[config.mk]
export PLATFORM = sky130hd
export DESIGN_NAME = dll_fine_ctrl_flat
export DESIGN_NICKNAME = d
export VERILOG_FILES = /design/src/rtl/dll_pkg.sv /design/src/rtl/dll_fine_ctrl_if.sv /design/src/rtl/dll_lock_det.sv /design/src/rtl/dll_fine_ctrl.sv /design/src/flat_wrapper.sv
export SDC_FILE = /design/constraint.sdc
export NUM_CORES = 1
export LEC_CHECK = 0
export CAP_MARGIN = 20
export CORE_MARGIN = 2
export CORE_UTILIZATION = 58
export CTS_CLUSTER_SIZE = 8
export DETAILED_ROUTE_END_ITERATION = 8
export PLACE_DENSITY = 0.89
export REMOVE_ABC_BUFFERS = 1
export SLEW_MARGIN = 20
export SYNTH_ARGS = -nofsm -noshare
export SYNTH_HDL_FRONTEND = slang
export SYNTH_SLANG_ARGS = --single-unit
[constraint.sdc]
create_clock -name clk -period 5.3 [get_ports clk]
set_clock_uncertainty 0.05 [all_clocks]
set_input_delay 0.795 -clock clk [delete_from_list [all_inputs] [get_ports clk]]
set_output_delay 0.795 -clock clk [all_outputs]
set_load 0.01 [all_outputs]
[src/rtl/dll_pkg.sv]
// Shared DLL definitions: controller states, fine-line thermometer width and
// the level-to-thermometer mapping used by the fine and coarse controllers.
package dll_pkg;
  localparam int THERM_W = 6;
  localparam int LVL_W   = $clog2(THERM_W + 1);

  typedef enum logic [1:0] {
    ST_TRACK  = 2'd0,
    ST_SETTLE = 2'd1,
    ST_LOCKED = 2'd2
  } dll_state_e;

  // Level n becomes n ones packed against the MSB.
  function automatic logic [THERM_W-1:0] lvl2therm(input logic [LVL_W-1:0] lvl);
    logic [THERM_W-1:0] t;
    t = '0;
    for (int i = 0; i < THERM_W; i++)
      if (i < int'(lvl)) t[THERM_W-1-i] = 1'b1;
    return t;
  endfunction
endpackage

[src/rtl/dll_fine_ctrl_if.sv]
// Phase-detector input and fine/coarse delay-line control bundle.
interface dll_fine_ctrl_if;
  import dll_pkg::*;
  logic               pd_valid;
  logic               pd_up;
  logic               pd_dn;
  logic               hold;
  logic [THERM_W-1:0] q;
  logic               coarse_inc;
  logic               coarse_dec;
  logic               locked;

  modport master (output pd_valid, pd_up, pd_dn, hold,
                  input  q, coarse_inc, coarse_dec, locked);
  modport slave  (input  pd_valid, pd_up, pd_dn, hold,
                  output q, coarse_inc, coarse_dec, locked);
endinterface

[src/rtl/dll_lock_det.sv]
// Lock detector: counts direction reversals between successive fine steps.
module dll_lock_det #(
  parameter int LOCK_CNT = 8
) (
  input  logic clk,
  input  logic rst_n,
  input  logic step_i,
  input  logic dir_up_i,
  input  logic wrap_i,
  output logic locked_o
);
  localparam int RC_W = $clog2(LOCK_CNT + 1);

  logic [RC_W-1:0] rcnt_q, rcnt_d;
  logic            prev_up_q, prev_up_d;
  logic            have_prev_q, have_prev_d;
  logic            locked_q, locked_d;

  always_comb begin
    rcnt_d      = rcnt_q;
    prev_up_d   = prev_up_q;
    have_prev_d = have_prev_q;
    locked_d    = locked_q;
    if (step_i) begin
      prev_up_d   = dir_up_i;
      have_prev_d = 1'b1;
      if (wrap_i) begin
        rcnt_d   = '0;
        locked_d = 1'b0;
      end else if (have_prev_q && (dir_up_i != prev_up_q)) begin
        if (rcnt_q != RC_W'(LOCK_CNT)) rcnt_d = rcnt_q + 1'b1;
        if (rcnt_q >= RC_W'(LOCK_CNT - 1)) locked_d = 1'b1;
      end else if (have_prev_q) begin
        // Repeating the previous direction means two same-direction steps in a row.
        rcnt_d   = '0;
        locked_d = 1'b0;
      end
    end
  end

  always_ff @(posedge clk or negedge rst_n) begin
    if (!rst_n) begin
      rcnt_q      <= '0;
      prev_up_q   <= 1'b0;
      have_prev_q <= 1'b0;
      locked_q    <= 1'b0;
    end else begin
      rcnt_q      <= rcnt_d;
      prev_up_q   <= prev_up_d;
      have_prev_q <= have_prev_d;
      locked_q    <= locked_d;
    end
  end

  assign locked_o = locked_q;
endmodule

[src/rtl/dll_fine_ctrl.sv]
// Fine delay-line controller: steps a thermometer code from phase-detector samples and
// carries into the coarse line on wrap. Define FDL_CTRL_FILTER_EN for the up/down vote filter.
module dll_fine_ctrl
  import dll_pkg::*;
#(
  parameter int FILT_DEPTH = 4,
  parameter int SETTLE_CYC = 3,
  parameter int LOCK_CNT   = 8
) (
  input  logic           clk,
  input  logic           rst_n,
  dll_fine_ctrl_if.slave bus
);
  localparam int SC_W = (SETTLE_CYC > 1) ? $clog2(SETTLE_CYC) : 1;

  if (FILT_DEPTH < 1 || SETTLE_CYC < 1 || LOCK_CNT < 1) begin : g_bad_param
    $error("dll_fine_ctrl: FILT_DEPTH, SETTLE_CYC and LOCK_CNT must be >= 1");
  end

  dll_state_e         state_q, state_d;
  logic [SC_W-1:0]    scnt_q, scnt_d;
  logic [LVL_W-1:0]   lvl_q, lvl_d;
  logic [THERM_W-1:0] q_q;
  logic               cinc_q, cinc_d, cdec_q, cdec_d;
  logic               take, step_up, step_dn, locked;

  // Equal up/dn votes carry no phase information and are dropped here.
  assign take = bus.pd_valid & ~bus.hold & (state_q != ST_SETTLE) & (bus.pd_up ^ bus.pd_dn);

`ifdef FDL_CTRL_FILTER_EN
  localparam int ACC_W = $clog2(FILT_DEPTH + 1) + 1;
  logic signed [ACC_W-1:0] acc_q, acc_d;
  int                      acc_nxt;

  // Hitting either bound fires a step and clears, so the clamp is implicit.
  always_comb begin
    acc_d   = acc_q;
    acc_nxt = int'(acc_q);
    step_up = 1'b0;
    step_dn = 1'b0;
    if (bus.hold) begin
      acc_d = '0;
    end else if (take) begin
      acc_nxt = int'(acc_q) + (bus.pd_up ? 1 : -1);
      if (acc_nxt >= FILT_DEPTH) begin
        step_up = 1'b1;
        acc_d   = '0;
      end else if (acc_nxt <= -FILT_DEPTH) begin
        step_dn = 1'b1;
        acc_d   = '0;
      end else begin
        acc_d = ACC_W'(acc_nxt);
      end
    end
  end

  always_ff @(posedge clk or negedge rst_n) begin
    if (!rst_n) acc_q <= '0;
    else        acc_q <= acc_d;
  end
`else
  assign step_up = take & bus.pd_up;
  assign step_dn = take & bus.pd_dn;
`endif

  always_comb begin
    state_d = state_q;
    scnt_d  = scnt_q;
    lvl_d   = lvl_q;
    cinc_d  = 1'b0;
    cdec_d  = 1'b0;
    if (step_up || step_dn) begin
      if (step_up) begin
        if (lvl_q == LVL_W'(THERM_W)) begin
          lvl_d  = '0;
          cinc_d = 1'b1;
        end else begin
          lvl_d = lvl_q + 1'b1;
        end
      end else begin
        if (lvl_q == '0) begin
          lvl_d  = LVL_W'(THERM_W);
          cdec_d = 1'b1;
        end else begin
          lvl_d = lvl_q - 1'b1;
        end
      end
      state_d = ST_SETTLE;
      scnt_d  = SC_W'(SETTLE_CYC - 1);
    end else if (state_q == ST_SETTLE && !bus.hold) begin
      if (scnt_q == '0) state_d = locked ? ST_LOCKED : ST_TRACK;
      else              scnt_d  = scnt_q - 1'b1;
    end
  end

  always_ff @(posedge clk or negedge rst_n) begin
    if (!rst_n) begin
      state_q <= ST_TRACK;
      scnt_q  <= '0;
      lvl_q   <= LVL_W'(3);
      q_q     <= lvl2therm(LVL_W'(3));
      cinc_q  <= 1'b0;
      cdec_q  <= 1'b0;
    end else begin
      state_q <= state_d;
      scnt_q  <= scnt_d;
      lvl_q   <= lvl_d;
      q_q     <= lvl2therm(lvl_d);
      cinc_q  <= cinc_d;
      cdec_q  <= cdec_d;
    end
  end

  dll_lock_det #(.LOCK_CNT(LOCK_CNT)) u_lock (
    .clk      (clk),
    .rst_n    (rst_n),
    .step_i   (step_up | step_dn),
    .dir_up_i (step_up),
    .wrap_i   (cinc_d | cdec_d),
    .locked_o (locked)
  );

  assign bus.q          = q_q;
  assign bus.coarse_inc = cinc_q;
  assign bus.coarse_dec = cdec_q;
  assign bus.locked     = locked;
endmodule

[src/flat_wrapper.sv]
// flat-port wrapper written by rule: the top's interface ports become plain ports
module dll_fine_ctrl_flat import dll_pkg::*;
#(
  parameter int FILT_DEPTH = 4,
  parameter int SETTLE_CYC = 3,
  parameter int LOCK_CNT   = 8
)
  (clk, rst_n, bus_pd_valid, bus_pd_up, bus_pd_dn, bus_hold, bus_q, bus_coarse_inc, bus_coarse_dec, bus_locked);
  dll_fine_ctrl_if bus_i ();
  input  logic clk;
  input  logic rst_n;
  input wire logic [$bits(bus_i.pd_valid)-1:0] bus_pd_valid;
  input wire logic [$bits(bus_i.pd_up)-1:0] bus_pd_up;
  input wire logic [$bits(bus_i.pd_dn)-1:0] bus_pd_dn;
  input wire logic [$bits(bus_i.hold)-1:0] bus_hold;
  output wire logic [$bits(bus_i.q)-1:0] bus_q;
  output wire logic [$bits(bus_i.coarse_inc)-1:0] bus_coarse_inc;
  output wire logic [$bits(bus_i.coarse_dec)-1:0] bus_coarse_dec;
  output wire logic [$bits(bus_i.locked)-1:0] bus_locked;
  assign bus_i.pd_valid = bus_pd_valid;
  assign bus_i.pd_up = bus_pd_up;
  assign bus_i.pd_dn = bus_pd_dn;
  assign bus_i.hold = bus_hold;
  assign bus_q = bus_i.q;
  assign bus_coarse_inc = bus_i.coarse_inc;
  assign bus_coarse_dec = bus_i.coarse_dec;
  assign bus_locked = bus_i.locked;
  dll_fine_ctrl #(.FILT_DEPTH(FILT_DEPTH), .SETTLE_CYC(SETTLE_CYC), .LOCK_CNT(LOCK_CNT)) u_core (.clk(clk), .rst_n(rst_n), .bus(bus_i));
endmodule
### Word-level counts from Yosys, hierarchy flattened

Cells that the tools add are included.

* bits in registers: 22
* output and inout bits: 9
* logic and storage cells: 82

* equal/unequal tests: 8
* $lt $le $gt $ge: 7
* muxes and demuxes: 31
* bitwise operators: 9
* reduce and logical (&&, ||, !) cells: 13
* add/subtract/negate cells: 4

Operator list (number)
* $mux W1: 16
* $mux W4: 4
* $mux W2: 7
* $mux W3: 4
* $lt A1 B3 Y1 const A: 2
* $lt A2 B3 Y1 const A: 2
* $lt A3 B3 Y1 const A: 2
* $ne A3 B2 Y1 const B: 2
* $reduce_and A3 Y1: 2
* $and A1 B1 Y1: 5
* $add A4 B1 Y4 const B: 1
* $ge A4 B3 Y1 const B: 1
* $ne A2 B1 Y1 const B: 2
* $ne A4 B4 Y1 const B: 1
* $reduce_and A2 Y1: 2
* $reduce_bool A2 Y1: 2
* $add A3 B1 Y3 const B: 1
* $eq A3 B3 Y1 const B: 1
* $logic_not A3 Y1: 1
* $reduce_bool A3 Y1: 1
* $sub A3 B1 Y3 const B: 1
* $eq A2 B1 Y1 const B: 1
* $logic_and A1 B1 Y1: 2
* $logic_not A2 Y1: 1
* other kinds (7): 8

### Longest topological paths before layout

* depth in word-level cells: 10
* mapped depth: 7

### Cells and area by module

From an unflattened synthesis, not the netlist that was laid out.

* cells, all modules: 119
* area, all modules: 1189.9 µm²

Modules (own cells, without submodules)
* dll_fine_ctrl: times used 1, area each 794.5 µm², cells an instance 78
* dll_lock_det: times used 1, area each 395.4 µm², cells an instance 41

### Worst setup path before layout

OpenSTA, ideal clock, no wires.

* path kind: reg-to-reg
* start: register u_core.lvl_q[0]
* end: register u_core.q_q[3], in the netlist u_core.bus.q[3]
* data arrival time: 1910 ps
* setup slack: 3242 ps
* stages on the path, launching flop included: 8
* buffers on the path: 0
* data required time: 5152 ps
* cells stage by stage: dfstp_2 -> inv_1 -> ha_1 -> and2_1 -> o2111ai_4 -> o21ai_2 -> or4_1 -> o311ai_1

* cells in the longest elaborated chain, start to end: 6
* elaborated cells between the ends (all ways): 10

RTL lines
* from (decl): RTL line dll_fine_ctrl.sv:22 `logic [LVL_W-1:0] lvl_q, lvl_d;`
* from (signal assigned): RTL line dll_fine_ctrl.sv:107 `lvl_q <= lvl_d;`
* $sub A3 B1 Y3, or another cell as far along: RTL line dll_fine_ctrl.sv:85 `lvl_d = lvl_q - 1'b1;`
* $mux W3 (on tied branches): RTL line dll_fine_ctrl.sv:81, dll_fine_ctrl.sv:74
* $mux W3: RTL line dll_fine_ctrl.sv:73 `if (step_up) begin`
* $mux W3 *: RTL line dll_fine_ctrl.sv:72 `if (step_up || step_dn) begin`
* $lt A2 B3 Y1 *: RTL line dll_pkg.sv:18 `if (i < int'(lvl)) t[THERM_W-1-i] = 1'b1;`
* $mux W1 *: RTL line dll_pkg.sv:18
* to (signal assigned): RTL line dll_fine_ctrl.sv:101 `q_q <= lvl2therm(LVL_W'(3));`
* to (signal assigned): RTL line dll_fine_ctrl.sv:108 `q_q <= lvl2therm(lvl_d);`
* to (decl): RTL line dll_fine_ctrl.sv:23 `logic [THERM_W-1:0] q_q;`

Every way passes the cells marked *; elsewhere a longest branch is shown, timed or not.
A chain may end at the register's enable or synchronous reset.

### Worst setup path in the final report

* start: input bus_pd_dn
* end: register u_core.q_q[3], in the netlist u_core.bus.q[3]

* cells in the longest elaborated chain, start to end: 7
* elaborated cells between the ends (all ways): 9

RTL lines
* from (decl): RTL line flat_wrapper.sv:14 `input wire logic [$bits(bus_i.pd_dn)-1:0] bus_pd_dn;`
* $xor A1 B1 Y1: RTL line dll_fine_ctrl.sv:28 `assign take = bus.pd_valid & ~bus.hold & (state_q != ST_SETTLE) & (bus.pd_up ^ bus.pd_dn);`
* $and A1 B1 Y1: RTL line dll_fine_ctrl.sv:28
* $and A1 B1 Y1 (on tied branches): RTL line dll_fine_ctrl.sv:62, dll_fine_ctrl.sv:63
* $mux W3 / $logic_or A1 B1 Y1 (equally long branches): RTL line dll_fine_ctrl.sv:73, dll_fine_ctrl.sv:72
* $mux W3 *: RTL line dll_fine_ctrl.sv:72
* $lt A2 B3 Y1 *: RTL line dll_pkg.sv:18
* $mux W1 *: RTL line dll_pkg.sv:18

Marked as above.

==> run metrics <==
outcome=complete, no violations; main flop type after synthesis=dfrtp_1; min Tclk post-route=2.376 ns; Die Y-Extent=51.37 µm; # port buffers=14; maxcap violations=0; number of global-route vias before repair=985; R2R Path Start=u_core.lvl_q[0]$_DFF_PN1_; kind of critical path=in -> reg; asr flop ratio synth=1.000; Reg2Reg Setup Slack=2.98 ns; Antenna Diode Count=0; Fillers=171; DRC=0; largest area contributor in the netlist=dfrtp_1; # resized after CTS=0; Req. time, crit path=5.45 ns; f_max=420.9 MHz; synth unique cells=51; aggregate routed wire length=2462 µm; TritonCTS Sinks=21; PwrDens=484.4 nW/µm²; clk slew on worst S/H paths=0.12 ns; post-CTS setup buffer count=0; total die area=2638 µm²; R2R depth=7; Root Driver=clkbuf_4; CORE AREA=2170 µm²; final period utilization=0.4483; DP Wirelength=1905 µm; placed insts=166; via count=1001; area of placed instances=1453 µm²; syn avg cell area=10.25 µm²; Setup-failing EPs final=0; top cells by area, synth=dfrtp_1 31%, dfstp_2 10%, ha_1 7.7%, inv_1 3.8%, nand2_1 2.9%; Row Count=17; TritonCTS Buffers=3; I/O pin cnt=15; Startpoint Class=input pin; clock insertion delay at the later pin of the skew report=0.30 ns; DIE WIDTH=51.37 µm; Clock Path Buffers=2; Global Route Usage Sum=0.2178; CTS H-Tree Depth=1; hold_buf cts=0; critical path peak fanout=8; number of antenna violations at the first check in global routing=0; post-route ant nets=0; Fin. Hold Viols=0; Non-Filler Instances=170; Routed WL per cell=14.48 µm; Post-Syn Instances=127; Seq/Total Area, Yosys=0.4087; Setup crit end kind=flop; Final Max Slew Viols=0; 1st-iter DRT viols=15; initial core utilization=0.5998; Yosys top cell area share=0.3077; worst hold start=u_core.scnt_q[1]$_DFFE_PN0P_; RePlAce Congestion=0.9870; Slew HR=0.4097; Crit path arrival time=2.53 ns; grt total ovfl=0; worst-margin pin slew=0.8826 ns; CP Capture Point=u_core.bus.q[3]$_DFF_PN1_; yosys warns=0; min-delay worst type=reg -> reg; global-route wire length before repair=4250 µm; Worst VDD drop=0.3092 mV; fin area=1480 µm²; routed vias/inst=5.888; Synth top cells by count=16 x dfrtp_1, 13 x inv_1, 10 x nand2_1, 8 x ha_1, 8 x nor2_1; Critical Path Start=bus_pd_dn; CTS tree=yes; Nets=157; post-route core utilization=0.6822; share of post-route cells with drive strength above 1=0.1761; top-count cell post-synth=dfrtp_1; setup TNS=0 ns; Crit Reg-Reg Endpoint=u_core.bus.q[3]$_DFF_PN1_; synthesized cell area=1301 µm²; pin count of the biggest net entering global routing=22; RSZ-0062 raised after global routing=no; Pre-antenna DRT Iters=4; Post-synth EDFFs=0; Leak=0.6457 nW; synthesized flop and latch total=21; Syn-to-layout area delta=13.75%
## routing by layer
metal  vias to the layer above  routed length (µm)  global-route usage
li1                        484                   -                   -
met1                       489                1016              0.2600
met2                        26                1290              0.3803
met3                         2                 137             0.04094
met4                         0                  17             0.09211
met5                         -                   0                   0
## how the worst min path moves through the flow
stage,to,slack (ns),depth (start not counted)
final,u_core.scnt_q[1]$_DFFE_PN0P_,0.48,2
after global placement,u_core.scnt_q[1]$_DFFE_PN0P_,0.44,2
after floorplan,u_core.scnt_q[1]$_DFFE_PN0P_,0.43,2
after CTS,u_core.scnt_q[1]$_DFFE_PN0P_,0.50,2
after detailed placement,u_core.scnt_q[1]$_DFFE_PN0P_,0.47,2
after global routing,u_core.scnt_q[1]$_DFFE_PN0P_,0.52,2
## per-stage QoR
step	hold WS (ns)	worst slack, ns	total power [W]
floorplan	0.4284	3.242	0.0005248
global placement	0.4449	2.688	0.0006228
detailed placement	0.4676	2.626	0.0006451
CTS	0.4955	2.942	0.0007228
global route	0.5229	2.859	0.0007737
finish	0.4849	2.924	0.0007170
## placed cells by master, fill, tap and decap left out, drive strengths merged, types with 5 or more instances in the layout
| cell type | instances |
|---|---|
| dfrtp | 16 |
| clkdlybuf4s50 | 14 |
| inv | 13 |
| nand2 | 10 |
| nor2 | 8 |
| ha | 8 |
| a21oi | 7 |
| nand3 | 5 |
| dfstp | 5 |
| nand2b | 5 |
## registers in the layout, summed over array words and instances (netlist names)
register,count
u_core.bus.coarse_inc,1
u_core.u_lock.have_prev_q,1
u_core.u_lock.rcnt_q,4
u_core.u_lock.locked_o,1
u_core.bus.coarse_dec,1
u_core.bus.q,6
u_core.u_lock.prev_up_q,1
u_core.scnt_q,2
u_core.lvl_q,2
u_core.state_q,2
## power breakdown
group          leakage [nW]  switching [W]   total, W  internal (W)
registers             0.250      0.0000572   0.000292      0.000235
clock network        0.0177      0.0000486  0.0000767     0.0000281
logic                 0.378       0.000188   0.000348      0.000160
total                 0.646       0.000294   0.000717      0.000423
## cell type report
type / count / area (µm²) / share of cell area
clock buffers: 3 / 22.52 / 0.01522
well taps: 28 / 35.03 / 0.02367
inverters: 13 / 48.80 / 0.03297
repair buffers: 14 / 140.1 / 0.09467
flip-flops and latches: 21 / 531.8 / 0.3593
clock inverters: 1 / 5.005 / 0.003381
multi-input cells: 90 / 696.9 / 0.4708
## kinds of logic after synthesis
| family | share of synthesized area |
|---|---|
| and+or+nand+nor | 0.2125 |
| adders and majority gates | 0.07693 |
| muxes | 0.01539 |
| buffers and inverters | 0.05577 |
| AOI/OAI and AO/OA | 0.2241 |
| xor gates and xnor gates | 0.006732 |
| DFF | 0.4087 |
## critical path, stage by stage
cell and delay (ns):
clkdlybuf4s50_1 0.56, nand2b_4 0.25, nor3_4 0.22, o21ai_2 0.11, or4_1 0.49, o311ai_1 0.10
No activity file was read; power rests on OpenSTA's default activity.
